==> src/rtl/branch_predictor_if.sv <==
// Fetch-side prediction and execute-side resolution signals for branch_predictor.
// The slave modport is the predictor; the master modport is the pipeline driving it.
interface branch_predictor_if #(
    parameter int unsigned DW    = 32,
    parameter int unsigned CNT_W = 16
);
    logic [DW-1:0]    fetch_pc_i;
    logic             pred_taken_o;
    logic [DW-1:0]    pred_target_o;
    logic             ex_valid_i;
    logic             ex_is_branch_i;
    logic [DW-1:0]    ex_pc_i;
    logic [DW-1:0]    ex_target_i;
    logic             ex_pred_taken_i;
    logic [DW-1:0]    ex_pred_target_i;
    logic             branch_i;
    logic             mispredict_o;
    logic [DW-1:0]    redirect_pc_o;
    logic [CNT_W-1:0] branch_count_o;
    logic [CNT_W-1:0] mispredict_count_o;

    modport slave (
        input  fetch_pc_i, ex_valid_i, ex_is_branch_i, ex_pc_i, ex_target_i,
               ex_pred_taken_i, ex_pred_target_i, branch_i,
        output pred_taken_o, pred_target_o, mispredict_o, redirect_pc_o,
               branch_count_o, mispredict_count_o
    );

    modport master (
        output fetch_pc_i, ex_valid_i, ex_is_branch_i, ex_pc_i, ex_target_i,
               ex_pred_taken_i, ex_pred_target_i, branch_i,
        input  pred_taken_o, pred_target_o, mispredict_o, redirect_pc_o,
               branch_count_o, mispredict_count_o
    );
endinterface

==> src/rtl/branch_predictor.sv <==
// 2-bit-counter BHT with tagged BTB: zero-latency fetch prediction, execute-stage
// training, registered one-cycle mispredict redirect and saturating statistics.
module branch_predictor #(
    parameter int unsigned DW    = 32,
    parameter int unsigned IDX_W = 4,
    parameter int unsigned CNT_W = 16
) (
    input  logic              clk,
    input  logic              rst,
    branch_predictor_if.slave bp
);
    localparam int unsigned ENTRIES = 1 << IDX_W;
    localparam int unsigned TAG_W   = DW - IDX_W - 2;

    logic             r_valid  [ENTRIES];
    logic [TAG_W-1:0] r_tag    [ENTRIES];
    logic [DW-1:0]    r_target [ENTRIES];
    logic [1:0]       r_cnt    [ENTRIES];

    logic             r_mispredict;
    logic [DW-1:0]    r_redirect_pc;
    logic [CNT_W-1:0] r_branch_cnt;
    logic [CNT_W-1:0] r_mispredict_cnt;

    logic [IDX_W-1:0] w_f_idx;
    logic [TAG_W-1:0] w_f_tag;
    logic             w_f_hit;
    logic             w_f_taken;
    logic [IDX_W-1:0] w_ex_idx;
    logic [TAG_W-1:0] w_ex_tag;
    logic             w_ex_hit;
    logic [1:0]       w_ex_cnt;
    logic             w_resolve;
    logic             w_mis_cond;
    logic [DW-1:0]    w_redirect;
    logic             w_unused;

    // Fetch lookup reads the table as of the last edge, never the pending update.
    assign w_f_idx   = bp.fetch_pc_i[IDX_W+1:2];
    assign w_f_tag   = bp.fetch_pc_i[DW-1:IDX_W+2];
    assign w_f_hit   = r_valid[w_f_idx] && (r_tag[w_f_idx] == w_f_tag);
    assign w_f_taken = w_f_hit && r_cnt[w_f_idx][1];

    assign bp.pred_taken_o  = w_f_taken;
    assign bp.pred_target_o = w_f_taken ? r_target[w_f_idx] : bp.fetch_pc_i + DW'(4);

    // Execute side; a live mispredict pulse marks the current ex inputs as wrong-path.
    assign w_ex_idx   = bp.ex_pc_i[IDX_W+1:2];
    assign w_ex_tag   = bp.ex_pc_i[DW-1:IDX_W+2];
    assign w_ex_hit   = r_valid[w_ex_idx] && (r_tag[w_ex_idx] == w_ex_tag);
    assign w_ex_cnt   = r_cnt[w_ex_idx];
    assign w_resolve  = bp.ex_valid_i && bp.ex_is_branch_i && !r_mispredict;
    assign w_mis_cond = (bp.ex_pred_taken_i != bp.branch_i) ||
                        (bp.branch_i && (bp.ex_pred_target_i != bp.ex_target_i));
    assign w_redirect = bp.branch_i ? bp.ex_target_i : bp.ex_pc_i + DW'(4);

    assign w_unused = ^{bp.fetch_pc_i[1:0], bp.ex_pc_i[1:0]};

    always_ff @(posedge clk) begin
        if (rst) begin
            r_valid          <= '{default: 1'b0};
            r_tag            <= '{default: '0};
            r_target         <= '{default: '0};
            r_cnt            <= '{default: 2'b01};
            r_mispredict     <= 1'b0;
            r_redirect_pc    <= '0;
            r_branch_cnt     <= '0;
            r_mispredict_cnt <= '0;
        end else begin
            r_mispredict <= w_resolve && w_mis_cond;
            if (w_resolve && w_mis_cond) begin
                r_redirect_pc <= w_redirect;
            end
            if (w_resolve) begin
                if (w_ex_hit) begin
                    if (bp.branch_i) begin
                        r_cnt[w_ex_idx]    <= (w_ex_cnt == 2'b11) ? w_ex_cnt : w_ex_cnt + 2'd1;
                        r_target[w_ex_idx] <= bp.ex_target_i;
                    end else begin
                        r_cnt[w_ex_idx]    <= (w_ex_cnt == 2'b00) ? w_ex_cnt : w_ex_cnt - 2'd1;
                    end
                end else if (bp.branch_i) begin
                    r_valid[w_ex_idx]  <= 1'b1;
                    r_tag[w_ex_idx]    <= w_ex_tag;
                    r_target[w_ex_idx] <= bp.ex_target_i;
                    r_cnt[w_ex_idx]    <= 2'b10;
                end
                if (r_branch_cnt != '1) begin
                    r_branch_cnt <= r_branch_cnt + CNT_W'(1);
                end
                if (w_mis_cond && (r_mispredict_cnt != '1)) begin
                    r_mispredict_cnt <= r_mispredict_cnt + CNT_W'(1);
                end
            end
        end
    end

    assign bp.mispredict_o       = r_mispredict;
    assign bp.redirect_pc_o      = r_redirect_pc;
    assign bp.branch_count_o     = r_branch_cnt;
    assign bp.mispredict_count_o = r_mispredict_cnt;
endmodule

==> src/flat_wrapper.sv <==
// flat-port wrapper written by rule: the top's interface ports become plain ports
module branch_predictor_flat 
#(
    parameter int unsigned DW    = 32,
    parameter int unsigned IDX_W = 4,
    parameter int unsigned CNT_W = 16
)
  (clk, rst, bp_fetch_pc_i, bp_ex_valid_i, bp_ex_is_branch_i, bp_ex_pc_i, bp_ex_target_i, bp_ex_pred_taken_i, bp_ex_pred_target_i, bp_branch_i, bp_pred_taken_o, bp_pred_target_o, bp_mispredict_o, bp_redirect_pc_o, bp_branch_count_o, bp_mispredict_count_o);
  branch_predictor_if #(.DW(DW), .CNT_W(CNT_W)) bp_i ();
  input  logic clk;
  input  logic rst;
  input wire logic [$bits(bp_i.fetch_pc_i)-1:0] bp_fetch_pc_i;
  input wire logic [$bits(bp_i.ex_valid_i)-1:0] bp_ex_valid_i;
  input wire logic [$bits(bp_i.ex_is_branch_i)-1:0] bp_ex_is_branch_i;
  input wire logic [$bits(bp_i.ex_pc_i)-1:0] bp_ex_pc_i;
  input wire logic [$bits(bp_i.ex_target_i)-1:0] bp_ex_target_i;
  input wire logic [$bits(bp_i.ex_pred_taken_i)-1:0] bp_ex_pred_taken_i;
  input wire logic [$bits(bp_i.ex_pred_target_i)-1:0] bp_ex_pred_target_i;
  input wire logic [$bits(bp_i.branch_i)-1:0] bp_branch_i;
  output wire logic [$bits(bp_i.pred_taken_o)-1:0] bp_pred_taken_o;
  output wire logic [$bits(bp_i.pred_target_o)-1:0] bp_pred_target_o;
  output wire logic [$bits(bp_i.mispredict_o)-1:0] bp_mispredict_o;
  output wire logic [$bits(bp_i.redirect_pc_o)-1:0] bp_redirect_pc_o;
  output wire logic [$bits(bp_i.branch_count_o)-1:0] bp_branch_count_o;
  output wire logic [$bits(bp_i.mispredict_count_o)-1:0] bp_mispredict_count_o;
  assign bp_i.fetch_pc_i = bp_fetch_pc_i;
  assign bp_i.ex_valid_i = bp_ex_valid_i;
  assign bp_i.ex_is_branch_i = bp_ex_is_branch_i;
  assign bp_i.ex_pc_i = bp_ex_pc_i;
  assign bp_i.ex_target_i = bp_ex_target_i;
  assign bp_i.ex_pred_taken_i = bp_ex_pred_taken_i;
  assign bp_i.ex_pred_target_i = bp_ex_pred_target_i;
  assign bp_i.branch_i = bp_branch_i;
  assign bp_pred_taken_o = bp_i.pred_taken_o;
  assign bp_pred_target_o = bp_i.pred_target_o;
  assign bp_mispredict_o = bp_i.mispredict_o;
  assign bp_redirect_pc_o = bp_i.redirect_pc_o;
  assign bp_branch_count_o = bp_i.branch_count_o;
  assign bp_mispredict_count_o = bp_i.mispredict_count_o;
  branch_predictor #(.DW(DW), .IDX_W(IDX_W), .CNT_W(CNT_W)) u_core (.clk(clk), .rst(rst), .bp(bp_i));
endmodule
==> config.mk <==
export PLATFORM = sky130hd
export DESIGN_NAME = branch_predictor_flat
export DESIGN_NICKNAME = d
export VERILOG_FILES = /design/src/rtl/branch_predictor_if.sv /design/src/rtl/branch_predictor.sv /design/src/flat_wrapper.sv
export SDC_FILE = /design/constraint.sdc
export NUM_CORES = 2
export LEC_CHECK = 0
export ABC_AREA = 1
export CAP_MARGIN = 5
export CORE_MARGIN = 1.5
export CORE_UTILIZATION = 35
export DETAILED_ROUTE_END_ITERATION = 16
export SYNTH_ARGS = -nofsm -noshare
export SYNTH_HDL_FRONTEND = slang
export SYNTH_SLANG_ARGS = --single-unit
==> constraint.sdc <==
create_clock -name clk -period 3.1 [get_ports clk]
set_input_delay 0.465 -clock clk [delete_from_list [all_inputs] [get_ports clk]]
set_output_delay 0.465 -clock clk [all_outputs]
set_load 0.03 [all_outputs]
==> flow_summary.json <==
{
  "status": "finished with violations",
  "violations": "negative setup slack",
  "p_leak_nw": 27.4,
  "grt_pass1_wl_um": 340000,
  "crit_fanout": 5,
  "seqCellArea_um2": 20900,
  "num-nets-final": 8401,
  "arrival_ns": 3.20,
  "layoutNonFillerInstCount": 10284,
  "cts_buffers": 115,
  "rsz0062_at_grt": "yes",
  "crit_path_end_kind": "output pin",
  "gpl.final_weighted_congestion": 0.976,
  "multiInputGateArea_um2": 27600,
  "yosys-top-cells-area": "dfxtp_1 40%, o21ai_0 13%, a21oi_1 11%, nand2_1 9.2%, nor2_1 5.3%",
  "critPathKind": "flip-flop to output pin",
  "io_pins": 232,
  "grt_overflow": 0,
  "yosysWarningCount": 0,
  "viasPerCell": 5.63,
  "dr.pass1.iters": 6,
  "r2r_slack_ns": 0.11,
  "synth-async-reset-ratio": 0,
  "cts_htree_levels": 3,
  "ir_drop_uv": 581,
  "syn-mean-instance-area_um2": 6.63,
  "ys_ff_latch": 1041,
  "clkSlewWorstSetupHoldPaths_ns": 0.06,
  "synth_fp_nets": 8029,
  "drt_iter0_drc": 6958,
  "cp.required_ns": 2.63,
  "worstSetupStartpointType": "flip-flop",
  "timing.fmax_mhz": 273,
  "cts_tree": "done",
  "grt.total_usage": 0.291,
  "hpwlAfterDp_um": 158000,
  "hold_viol_final": 0,
  "cts_buffer_depth": 3,
  "drc": 0,
  "min_path_type": "input port to flip-flop",
  "initial_core_util": 0.354,
  "cts.sinks": 1041,
  "yosys.area.top_type": "dfxtp_1",
  "syn_to_final_growth_pct": 29.2,
  "grt_pass1_vias": 53035,
  "num-fill-cells": 14802,
  "power_density_nw_per_um2": 490,
  "fp-row-count": 141,
  "coreArea_um2": 148000,
  "dieWidth_um": 390,
  "ys_types": 46,
  "ant_nets": 0,
  "die_area_um2": 152000,
  "die_h_um": 390,
  "yosysSeqAreaShare": 0.398,
  "final_core_util": 0.457,
  "synth_area_um2": 52300,
  "antenna_found_initial": 0,
  "synthFlopType": "dfxtp_1",
  "numPlacedInstances": 10048,
  "final_common_cell": "o21ai_0",
  "portBuffers": 231,
  "fin_crit_ns": 3.67,
  "mostFrequentLayoutCells": "1277 x o21ai_0, 1214 x nand2_1, 1160 x a21oi_1",
  "finClkSkew_ns": 0.0857,
  "max-cap-violations": 0,
  "ctsHoldBuffers": 0,
  "cts_root_buf": "clkbuf_16",
  "netlist.area_leader.share": 0.398,
  "period_share": 1.18,
  "drv_slew": 0,
  "layout-drive-gt1-share": 0.152,
  "clock_latency_ns": 0.80,
  "wl_um": 235000,
  "synthCells": 7888,
  "synth_edf_count": 0,
  "slew-limit-headroom": 0.310,
  "wl_per_cell_um": 22.9,
  "setup_viol": 33,
  "vias": 57950,
  "grt_max_degree": 193,
  "power_mw": 33.1,
  "finalWorstSetupSlack_ns": -0.569,
  "worstMarginPinSlew_ns": 1.04
}
## registers in the layout, indices dropped and copies added (netlist names)
| name | count |
|---|---|
| u_core.r_target | 512 |
| u_core.r_tag | 416 |
| u_core.bp.redirect_pc_o | 32 |
| u_core.r_cnt | 32 |
| u_core.bp.branch_count_o | 16 |
| u_core.bp.mispredict_count_o | 16 |
| u_core.r_valid | 16 |
| u_core.bp.mispredict_o | 1 |
## worst paths after layout
kind,start,end,cells past startpoint
worst min-delay path,rst,u_core.r_cnt[0],3
worst max register to register,u_core.r_tag[82],u_core.r_valid[12],19
worst max-delay path,u_core.r_tag[274],bp_pred_target_o[17],17
worst min register to register,u_core.r_cnt[18],u_core.r_cnt[18],2
## power breakdown
part / leakage (nW) / internal [mW] / switching [mW]
Combinational: 17.0 / 1.71 / 3.11
Sequential: 8.40 / 13.5 / 0.0651
Clock: 2.00 / 8.59 / 6.14
Total: 27.4 / 23.8 / 9.31
## layout make-up
class	count	area share
clock inverter	39	0.00862
multi-input combinational	5591	0.408
clock buffer	171	0.0514
antenna	1	0.0000370
timing repair buffer	966	0.157
sequential	1041	0.308
tap	1930	0.0357
inverter	545	0.0307
## synth_stat cells, types with 4 or more instances
library cell,instances
o21ai_0,1370
ha_1,7
nand3_1,477
nor2_1,742
inv_2,9
inv_1,514
o211ai_1,44
buf_6,4
clkinv_1,22
nand2_1,1289
nor3_2,5
o311ai_0,4
nor3_1,46
a211oi_1,9
o22ai_1,83
o21a_1,14
o221ai_1,51
nand2_2,9
dfxtp_1,1041
buf_4,27
buf_1,33
a31oi_1,8
a21oi_1,1171
nor4_1,9
xnor2_1,16
clkbuf_1,472
nor2_2,5
xor2_1,58
nand4_1,35
buf_2,175
o21ai_1,119
## routing by layer
metal,share of wire,GRT usage
met1,0.41,0.378
met2,0.44,0.449
met3,0.089,0.0497
met4,0.071,0.180
met5,0,0
## what timing repair did
item                                    4_1_cts  5_1_grt
gates cloned                                  3       15
pin swaps                                    76       70
setup buffers                                13        8
endpoints found under the setup margin       33      330
resized for setup                           230      178
## worst max-delay path, stage by stage (launching register included)
cell	delay, ns
dfxtp_1	0.30
inv_1	0.08
a21oi_1	0.06
o21ai_1	0.14
nand3_2	0.16
nand3_2	0.11
buf_6	0.12
nand2_2	0.06
nand2_2	0.08
nand4_1	0.11
nor3_2	0.27
nand3_4	0.18
nor2_4	0.17
buf_6	0.16
clkbuf_16	0.16
buf_4	0.11
o21ai_4	0.06
buf_12	0.13
## cell families (layout without fill, tap and decap cells)
group	count (synthesis)	after routing	share of synthesized area
AO/OA/AOI/OAI	2882	2882	0.285
AND/OR/NAND/NOR	2628	2628	0.205
buffers and inverters	1256	1721	0.0968
flip-flops	1041	1041	0.398
XOR/XNOR	74	74	0.0124
adder cells (fa/ha/maj)	7	7	0.00167
other	0	1	0
## per-stage QoR
step | TNS (ns) | instance area [µm²] | hold WS [ns] | setup WS, ns
6_report | -17.02 | 67600 | 0.109 | -0.569
5_1_grt | -21.03 | 67600 | 0.105 | -0.689
4_1_cts | -16.80 | 66800 | 0.0822 | -0.529
3_5_place_dp | -267.68 | 62000 | 0.437 | -0.969
3_3_place_gp | -255.38 | 62000 | 0.435 | -1.36
2_1_floorplan | -0.230 | 52400 | 0.424 | -0.0878
No activity file was read; power rests on OpenSTA's default activity.
